--- src/rtl/reset_sequencer.sv ---
// rtl/reset_sequencer.sv - PLL-lock gated reset controller releasing domains in order, domain 0 first
// Optional macro RESET_SEQUENCER_EVENT_COUNT_EN adds the saturating reset_events counter output.
module reset_sequencer #(
    parameter int NUM_DOMAINS  = 4,
    parameter int HOLD_CYCLES  = 16,
    parameter int STEP_CYCLES  = 8,
    parameter int LOCK_TIMEOUT = 1024
) (
    input  logic                   clk,
    input  logic                   reset_n,
    input  logic                   pll_locked,
    input  logic                   soft_reset_req,
    output logic [NUM_DOMAINS-1:0] reset_out,
    output logic                   ready,
    output logic                   fault,
    output logic [2:0]             state
`ifdef RESET_SEQUENCER_EVENT_COUNT_EN
    ,
    output logic [7:0]             reset_events
`endif
);
    localparam int MAX_HS  = (HOLD_CYCLES > STEP_CYCLES) ? HOLD_CYCLES : STEP_CYCLES;
    localparam int MAX_ALL = (MAX_HS > LOCK_TIMEOUT) ? MAX_HS : LOCK_TIMEOUT;
    localparam int CW      = $clog2(MAX_ALL) + 1;

    localparam logic [CW-1:0] HOLD_LAST    = CW'(HOLD_CYCLES - 1);
    localparam logic [CW-1:0] STEP_LAST    = CW'(STEP_CYCLES - 1);
    localparam logic [CW-1:0] TIMEOUT_LAST = CW'(LOCK_TIMEOUT - 1);

    typedef enum logic [2:0] {
        ST_WAIT_LOCK = 3'd0,
        ST_HOLD      = 3'd1,
        ST_RELEASE   = 3'd2,
        ST_RUN       = 3'd3,
        ST_FAULT     = 3'd4
    } state_t;

    state_t                 state_q, state_d;
    logic [CW-1:0]          cnt_q, cnt_d;
    logic [NUM_DOMAINS-1:0] ro_q, ro_d, ro_shift;
    logic                   ready_q, ready_d;
    logic                   fault_q, fault_d;
    logic                   lock_meta, lock_s;
    logic                   abort;

    always_ff @(posedge clk or negedge reset_n) begin
        if (!reset_n) begin
            lock_meta <= 1'b0;
            lock_s    <= 1'b0;
        end else begin
            lock_meta <= pll_locked;
            lock_s    <= lock_meta;
        end
    end

    always_ff @(posedge clk or negedge reset_n) begin
        if (!reset_n) begin
            state_q <= ST_WAIT_LOCK;
            cnt_q   <= '0;
            ro_q    <= '1;
            ready_q <= 1'b0;
            fault_q <= 1'b0;
        end else begin
            state_q <= state_d;
            cnt_q   <= cnt_d;
            ro_q    <= ro_d;
            ready_q <= ready_d;
            fault_q <= fault_d;
        end
    end

    // Shifting left with zero fill clears the next domain in ascending order.
    assign ro_shift = ro_q << 1;
    assign abort    = !lock_s || soft_reset_req;

    always_comb begin
        state_d = state_q;
        cnt_d   = cnt_q;
        ro_d    = ro_q;
        ready_d = ready_q;
        fault_d = fault_q;
        case (state_q)
            ST_WAIT_LOCK: begin
                ro_d    = '1;
                ready_d = 1'b0;
                fault_d = 1'b0;
                if (lock_s) begin
                    state_d = ST_HOLD;
                    cnt_d   = '0;
                end else if (soft_reset_req) begin
                    cnt_d = '0;
                end else if (cnt_q == TIMEOUT_LAST) begin
                    state_d = ST_FAULT;
                    fault_d = 1'b1;
                    cnt_d   = '0;
                end else begin
                    cnt_d = cnt_q + 1'b1;
                end
            end
            ST_HOLD, ST_RELEASE: begin
                if (abort) begin
                    state_d = ST_WAIT_LOCK;
                    ro_d    = '1;
                    ready_d = 1'b0;
                    cnt_d   = '0;
                end else if ((state_q == ST_HOLD && cnt_q == HOLD_LAST) ||
                             (state_q == ST_RELEASE && cnt_q == STEP_LAST)) begin
                    ro_d  = ro_shift;
                    cnt_d = '0;
                    if (ro_shift == '0) begin
                        state_d = ST_RUN;
                        ready_d = 1'b1;
                    end else begin
                        state_d = ST_RELEASE;
                    end
                end else begin
                    cnt_d = cnt_q + 1'b1;
                end
            end
            ST_RUN: begin
                if (abort) begin
                    state_d = ST_WAIT_LOCK;
                    ro_d    = '1;
                    ready_d = 1'b0;
                    cnt_d   = '0;
                end
            end
            ST_FAULT: begin
                ro_d    = '1;
                ready_d = 1'b0;
                fault_d = 1'b1;
                // Lock arriving late is not trusted; only software can retry.
                if (soft_reset_req) begin
                    state_d = ST_WAIT_LOCK;
                    fault_d = 1'b0;
                    cnt_d   = '0;
                end
            end
            default: begin
                state_d = ST_WAIT_LOCK;
                ro_d    = '1;
                ready_d = 1'b0;
                fault_d = 1'b0;
                cnt_d   = '0;
            end
        endcase
    end

    assign reset_out = ro_q;
    assign ready     = ready_q;
    assign fault     = fault_q;
    assign state     = state_q;

`ifdef RESET_SEQUENCER_EVENT_COUNT_EN
    logic [7:0] events_q;

    always_ff @(posedge clk or negedge reset_n) begin
        if (!reset_n) begin
            events_q <= 8'd0;
        end else if (state_d == ST_WAIT_LOCK && state_q != ST_WAIT_LOCK && events_q != 8'hff) begin
            events_q <= events_q + 8'd1;
        end
    end

    assign reset_events = events_q;
`endif

endmodule

--- config.mk ---
export PLATFORM = sky130hd
export DESIGN_NAME = reset_sequencer
export DESIGN_NICKNAME = d
export VERILOG_FILES = /design/src/rtl/reset_sequencer.sv
export SDC_FILE = /design/constraint.sdc
export NUM_CORES = 1
export LEC_CHECK = 0
export CORE_MARGIN = 2
export CORE_UTILIZATION = 25
export DETAILED_ROUTE_END_ITERATION = 12
export PLACE_DENSITY = 0.4
export SYNTH_ARGS = -nofsm -noshare
export SYNTH_HDL_FRONTEND = slang
export SYNTH_SLANG_ARGS = --single-unit
export TNS_END_PERCENT = 50
--- constraint.sdc ---
create_clock -name clk -period 2.4 [get_ports clk]
set_clock_uncertainty 0.2 [all_clocks]
set_input_delay 0.48 -clock clk [delete_from_list [all_inputs] [get_ports clk]]
set_output_delay 0.48 -clock clk [all_outputs]
set_load 0.01 [all_outputs]
==> flow_summary.yaml, run 1 <==
layout:
  area_growth_pct: 25.6
  diodes: 0
  fin_util: 0.322
  nets: 148
  stdcell_count: 196
  nFillCells: 480
  fin_area_sq_um: 1510
  layout-drive-gt1-share: 0.218
cts:
  htreeDepth: 1
  clockRootBuffer: "clkbuf_8"
  numCtsBuffers: 3
  clock-sinks: 22
  cts_tree: "built"
  postCtsHoldBufs: 0
  clk_pin_slew_ps: 90
  cts.path.max_buffers: 2
  clkLatencyLatePin_ps: 270
  post_cts_buffers: 0
  ctsResizeCount: 0
routing:
  drtIter0Drc: 34
  drtPass1Iterations: 4
  vias_per_cell: 4.97
  wl_per_cell_um: 13.3
  vias: 974
  ant_nets: 0
  drcViolationCount: 0
  routed_wl_um: 2610
yosys:
  syn_avg_cell_area_sq_um: 10.1
  synthArstFlopShare: 1.00
  yosys_warnings: 0
  synthCells: 119
  synth_edf_count: 0
  ys_seq_area_frac: 0.462
  synth-seq-cells: 22
  syn_area_sq_um: 1200
  synth_top_area_cell: "dfrtp_1"
  ys.flop_type: "dfrtp_1"
  synth.top_cell.area_share: 0.375
  yosys-top-cells-area: "dfrtp_1, dfstp_2, a21o_1"
  ys_types: 42
  synth_nets: 124
timing:
  finalHoldViolations: 0
  finalMaxSlewViolations: 0
  grt_setup_unrepaired: "no"
  fin_crit_ps: 2210
  setup_viol: 0
  max_freq_mhz: 452
  maxSlewHeadroom: 0.730
  tightest_slew_ps: 401
  tns_ps: 0
  holdWs_ps: 158
  min_period_over_period: 0.922
die:
  die_area_sq_um: 5380
  die-width_um: 73.4
  io_pins: 13
  start_util: 0.256
  core_region_area_sq_um: 4690
  rows: 25
  fp.dieH_um: 73.4
critical_path:
  crit_path_end_kind: "register"
  reg2regPathDepth: 6
  crit_arrival_ps: 2220
  crit_type: "reg -> reg"
  required_ps: 2410
  rr_endpoint: "cnt_q[7]$_DFFE_PN0P_"
  crit_path_start_kind: "register"
  worstReg2RegStart: "state[2]$_DFFE_PN0P_"
  cp_max_fo: 13
  regToRegSetupSlack_ps: 190
place:
  dp_hpwl_um: 2000
  gp_congestion: 0.795
  port_buffers: 12
  dp_cells: 192
  place_area_sq_um: 1440
pwr:
  seq_power_share: 0.377
  sw_frac_of_total: 0.294
  clockPowerShare: 0.306
  p_sw_uw: 336
  p_per_area_nw_per_um2: 757
  pwr-share-comb: 0.317
  peakVddDrop_uv: 302
  cellLeakagePower_uw: 0.000680
  p_int_uw: 808
outcome:
  status: "complete, no violations"
hold_path:
  hold_depth: 0
  worstHoldPathType: "reg -> reg"
  hold_start: "lock_meta$_DFF_PN0_"
  worst_hold_path.endpoint: "lock_s$_DFF_PN0_"
grt:
  grt_max_degree: 23
  grt_pass1_wl_um: 4600
  grt_overflow: 0
  grt_pass1_vias: 1024
  track_usage: 0.110
  antenna_found_initial: 0
flow_run:
  maxCapViolCount: 0
==> power by group through the flow <==
stage	clock network, uW	registers, uW	logic [uW]
global route	383	436	404
CTS	362	431	366
global placement	0	437	365
finish	350	431	362
detailed placement	0	439	365
floorplan	0	452	229
==> cells in the mapped netlist, types with 2 or more instances <==
cell / count
dfrtp_1: 18
nor2_1: 10
a21o_1: 8
o21ai_0: 8
inv_1: 6
nand2_1: 5
nor3b_1: 5
dfstp_2: 4
nand3_1: 4
a21oi_1: 3
and3_1: 3
mux2_2: 3
nand4_1: 3
nor3_1: 3
nor4_1: 3
a31oi_1: 2
buf_6: 2
nand2b_1: 2
o22ai_1: 2
or2_2: 2
xor2_1: 2
==> worst max-delay path, stage by stage, from the launching register on <==
cell and delay (ps):
dfrtp_1 490, or4_4 570, or2_1 250, a2bb2oi_2 140, buf_4 180, o21ai_0 190, a21o_1 130
==> metal layers <==
metal | vias to the layer above | global-route usage | routed length (um)
met5 | - | 0 | 0
li1 | 481 | - | -
met1 | 474 | 0.141 | 1240
met4 | 0 | 0.0242 | 15
met2 | 17 | 0.184 | 1280
met3 | 2 | 0.0288 | 85
==> how the worst max path moves through the flow <==
stage	endpoint	slack [ps]	from	depth (start not counted)
floorplan	cnt_q[7]$_DFFE_PN0P_	300	state[1]$_DFFE_PN0P_	7
global route	cnt_q[9]$_DFFE_PN0P_	50	cnt_q[7]$_DFFE_PN0P_	6
detailed placement	cnt_q[9]$_DFFE_PN0P_	20	soft_reset_req	7
finish	cnt_q[7]$_DFFE_PN0P_	190	state[2]$_DFFE_PN0P_	6
CTS	cnt_q[7]$_DFFE_PN0P_	180	state[2]$_DFFE_PN0P_	6
global placement	cnt_q[9]$_DFFE_PN0P_	50	soft_reset_req	7
==> cells in the final DEF (no fill, tap or decap), drive strengths merged, types with 3 or more instances in the layout <==
cell and n:
nor3b 5, dfstp 4, mux2 3, dfrtp 18
or2 3, nand2 5, nor2 10, nand4 3
nand3 4, clkbuf 3, a21oi 3, nor4 5
o21ai 9, a21o 8, inv 6, clkdlybuf4s50 12
and3 3, buf 11, nor3 3
==> flip-flops by register name, indices dropped and copies added (netlist names) <==
signal     cells
cnt_q         11
fault          1
lock_meta      1
lock_s         1
ready          1
reset_out      4
state          3
==> area by class of cell <==
type / instances / area [sq um] / area share
multi-input cells: 87 / 591 / 0.391
flip-flops and latches: 22 / 556 / 0.368
repair buffers: 23 / 203 / 0.134
well taps: 54 / 67.6 / 0.0447
clock buffers: 3 / 41.3 / 0.0273
clock inverters: 1 / 30.0 / 0.0199
inverters: 6 / 22.5 / 0.0149
==> through the flow <==
stage	power, uW	setup slack, ps
finish	1140	186
global route	1220	50.6
CTS	1160	176
detailed placement	803	24.9
global placement	803	49.7
floorplan	682	297
==> logic make-up (layout without fill, tap and decap cells) <==
logic type,count (synthesis),count (layout),synth area share
multiplexers,4,4,0.0364
AND/OR/NAND/NOR,47,47,0.237
buffers and inverters,10,33,0.0468
XOR/XNOR,3,3,0.0219
adder cells (fa/ha/maj),1,1,0.0104
AO/OA/AOI/OAI,32,32,0.185
flip-flops,22,22,0.462
(Power assumes the default switching activity.)
==> inputs of run 2 (changes only) <==
--- a/config.mk
+++ b/config.mk
@@ -9,6 +9,7 @@
 export CORE_UTILIZATION = 25
 export DETAILED_ROUTE_END_ITERATION = 12
 export PLACE_DENSITY = 0.4
+export SLEW_MARGIN = 40
 export SYNTH_ARGS = -nofsm -noshare
 export SYNTH_HDL_FRONTEND = slang
 export SYNTH_SLANG_ARGS = --single-unit
==> results of run 2 <==
No change in the layout: final DEF, timing and power equal those of run 1.
==> inputs of run 3 (changes only) <==
--- a/config.mk
+++ b/config.mk
@@ -5,10 +5,12 @@
 export SDC_FILE = /design/constraint.sdc
 export NUM_CORES = 1
 export LEC_CHECK = 0
+export CAP_MARGIN = 5
 export CORE_MARGIN = 2
 export CORE_UTILIZATION = 25
 export DETAILED_ROUTE_END_ITERATION = 12
 export PLACE_DENSITY = 0.4
+export SKIP_LAST_GASP = 1
 export SLEW_MARGIN = 40
 export SYNTH_ARGS = -nofsm -noshare
 export SYNTH_HDL_FRONTEND = slang
==> constraint.sdc (replaced) <==
create_clock -name clk -period 2.4 [get_ports clk]
set_clock_uncertainty 0.2 [all_clocks]
set_input_delay 0.36 -clock clk [delete_from_list [all_inputs] [get_ports clk]]
set_output_delay 0.36 -clock clk [all_outputs]
set_load 0.01 [all_outputs]
==> run 3 against run 2 <==
Effect of this change:
- cell count stayed put
- combinational power hardly changed
- non-clock buffer count stayed put
- largest cell class unchanged
- largest power group unchanged
- highest routed layer unchanged
==> flow_summary.yaml, run 3 (synthesis results as in run 1) <==
outcome:
  status: "complete, no violations"
die:
  die-width_um: 73.4
  fp.dieH_um: 73.4
  io_pins: 13
  core_region_area_sq_um: 4690
  start_util: 0.256
  rows: 25
  die_area_sq_um: 5380
place:
  dp_hpwl_um: 2020
  port_buffers: 12
  gp_congestion: 0.781
grt:
  track_usage: 0.111
  grt_pass1_vias: 914
  antenna_found_initial: 0
  grt_pass1_wl_um: 4600
  grt_max_degree: 23
  grt_overflow: 0
layout:
  nFillCells: 502
  final_cell_mix: "dfrtp_1, clkdlybuf4s50_1, buf_4, nor2_1"
  regArea_sq_um: 556
  multi_input_area_sq_um: 591
  nets: 148
  area_growth_pct: 24.2
  final_common_cell: "dfrtp_1"
  largest-register: "cnt_q"
  layout-drive-gt1-share: 0.218
  diodes: 0
  largest_reg_flops: 11
timing:
  fin_crit_ps: 2200
  setup_viol: 0
  tns_ps: 0
  grt_setup_unrepaired: "no"
  finalMaxSlewViolations: 0
  finalHoldViolations: 0
  maxSlewHeadroom: 0.720
  tightest_slew_ps: 417
  holdWs_ps: 162
  min_period_over_period: 0.916
  max_freq_mhz: 455
pwr:
  p_int_uw: 731
  cellLeakagePower_uw: 0.000673
  peakVddDrop_uv: 276
  seq_power_share: 0.405
  pwr-share-comb: 0.339
  p_per_area_nw_per_um2: 715
  clockPowerShare: 0.256
  sw_frac_of_total: 0.315
  p_sw_uw: 337
critical_path:
  path_buf_inv: 1
  crit_path_end_kind: "register"
  cp_max_fo: 13
  critPathMaxStageDelay_ps: 570
  crit_arrival_ps: 2200
  crit_type: "reg -> reg"
  crit_family: "simple AND/OR/NAND/NOR gates"
  crit_chain: "or4_4, or2_1, a2bb2oi_2, buf_4, and2b_1, o22a_1"
  worstReg2RegStart: "state[2]$_DFFE_PN0P_"
  cpMaxStageDelayCell: "or4_4"
  required_ps: 2400
  crit_path_start_kind: "register"
  critPathLaunch: "state[2]$_DFFE_PN0P_"
cts:
  htreeDepth: 1
  post_cts_buffers: 0
  postCtsHoldBufs: 0
  cts.path.max_buffers: 2
  cts_tree: "built"
  ctsResizeCount: 0
  clkLatencyLatePin_ps: 260
  clock-sinks: 22
  numCtsBuffers: 3
  clockRootBuffer: "clkbuf_8"
  clk_pin_slew_ps: 90
flow_run:
  maxCapViolCount: 0
routing:
  vias: 962
  drcViolationCount: 0
  wl_per_cell_um: 13.7
  ant_nets: 0
  routed_wl_um: 2690
  vias_per_cell: 4.91
  drtIter0Drc: 32
  drtPass1Iterations: 4
hold_path:
  hold_start: "lock_meta$_DFF_PN0_"
  worstHoldPathType: "reg -> reg"
==> run 3: changes by cell type in the layout (fill, tap and decap cells not counted) <==
cell	delta
clkbuf_8	+1
bufinv_16	-1
==> run 3: path summary, 6_finish.rpt <==
path | to | slack, ps | cells after the start
worst max-delay path | cnt_q[9]$_DFFE_PN0P_ | 200 | 6
worst min-delay path | lock_s$_DFF_PN0_ | 160 | 0
worst max register to register | cnt_q[9]$_DFFE_PN0P_ | 200 | 6
worst min register to register | lock_s$_DFF_PN0_ | 160 | 0
max in group asynchronous | reset_out[0]$_DFFE_PN1P_ | 1470 | 2
min in group asynchronous | state[2]$_DFFE_PN0P_ | 240 | 2
==> run 3: area by class of cell <==
type	instances	share of cell area
Multi-Input combinational cell	87	0.395
Sequential cell	22	0.372
Timing Repair Buffer	23	0.136
Clock buffer	4	0.0369
Inverter	6	0.0151
Tap cell	54	0.0452
==> run 3: metrics by stage <==
stage	setup WS (ps)	total power [uW]	instance area, sq um	util	instances
final	201	1070	1490	0.318	196
after global placement	168	803	1440	0.307	192
after global routing	91.5	1130	1490	0.318	196
after CTS	181	1080	1490	0.318	196
after detailed placement	137	804	1440	0.307	192
after floorplan	297	682	1200	-	119
==> run 3: power by group through the flow <==
stage	clock, uW	sequential (uW)	combinational, uW
floorplan	0	452	229
detailed placement	0	439	365
global route	293	437	401
CTS	285	432	366
global placement	0	437	366
finish	273	432	362
==> run 3: routing by layer <==
layer / part of all wire / track usage
met5: 0 / 0
met3: 0.025 / 0.0247
met1: 0.50 / 0.150
met4: 0.0086 / 0.0303
met2: 0.47 / 0.179
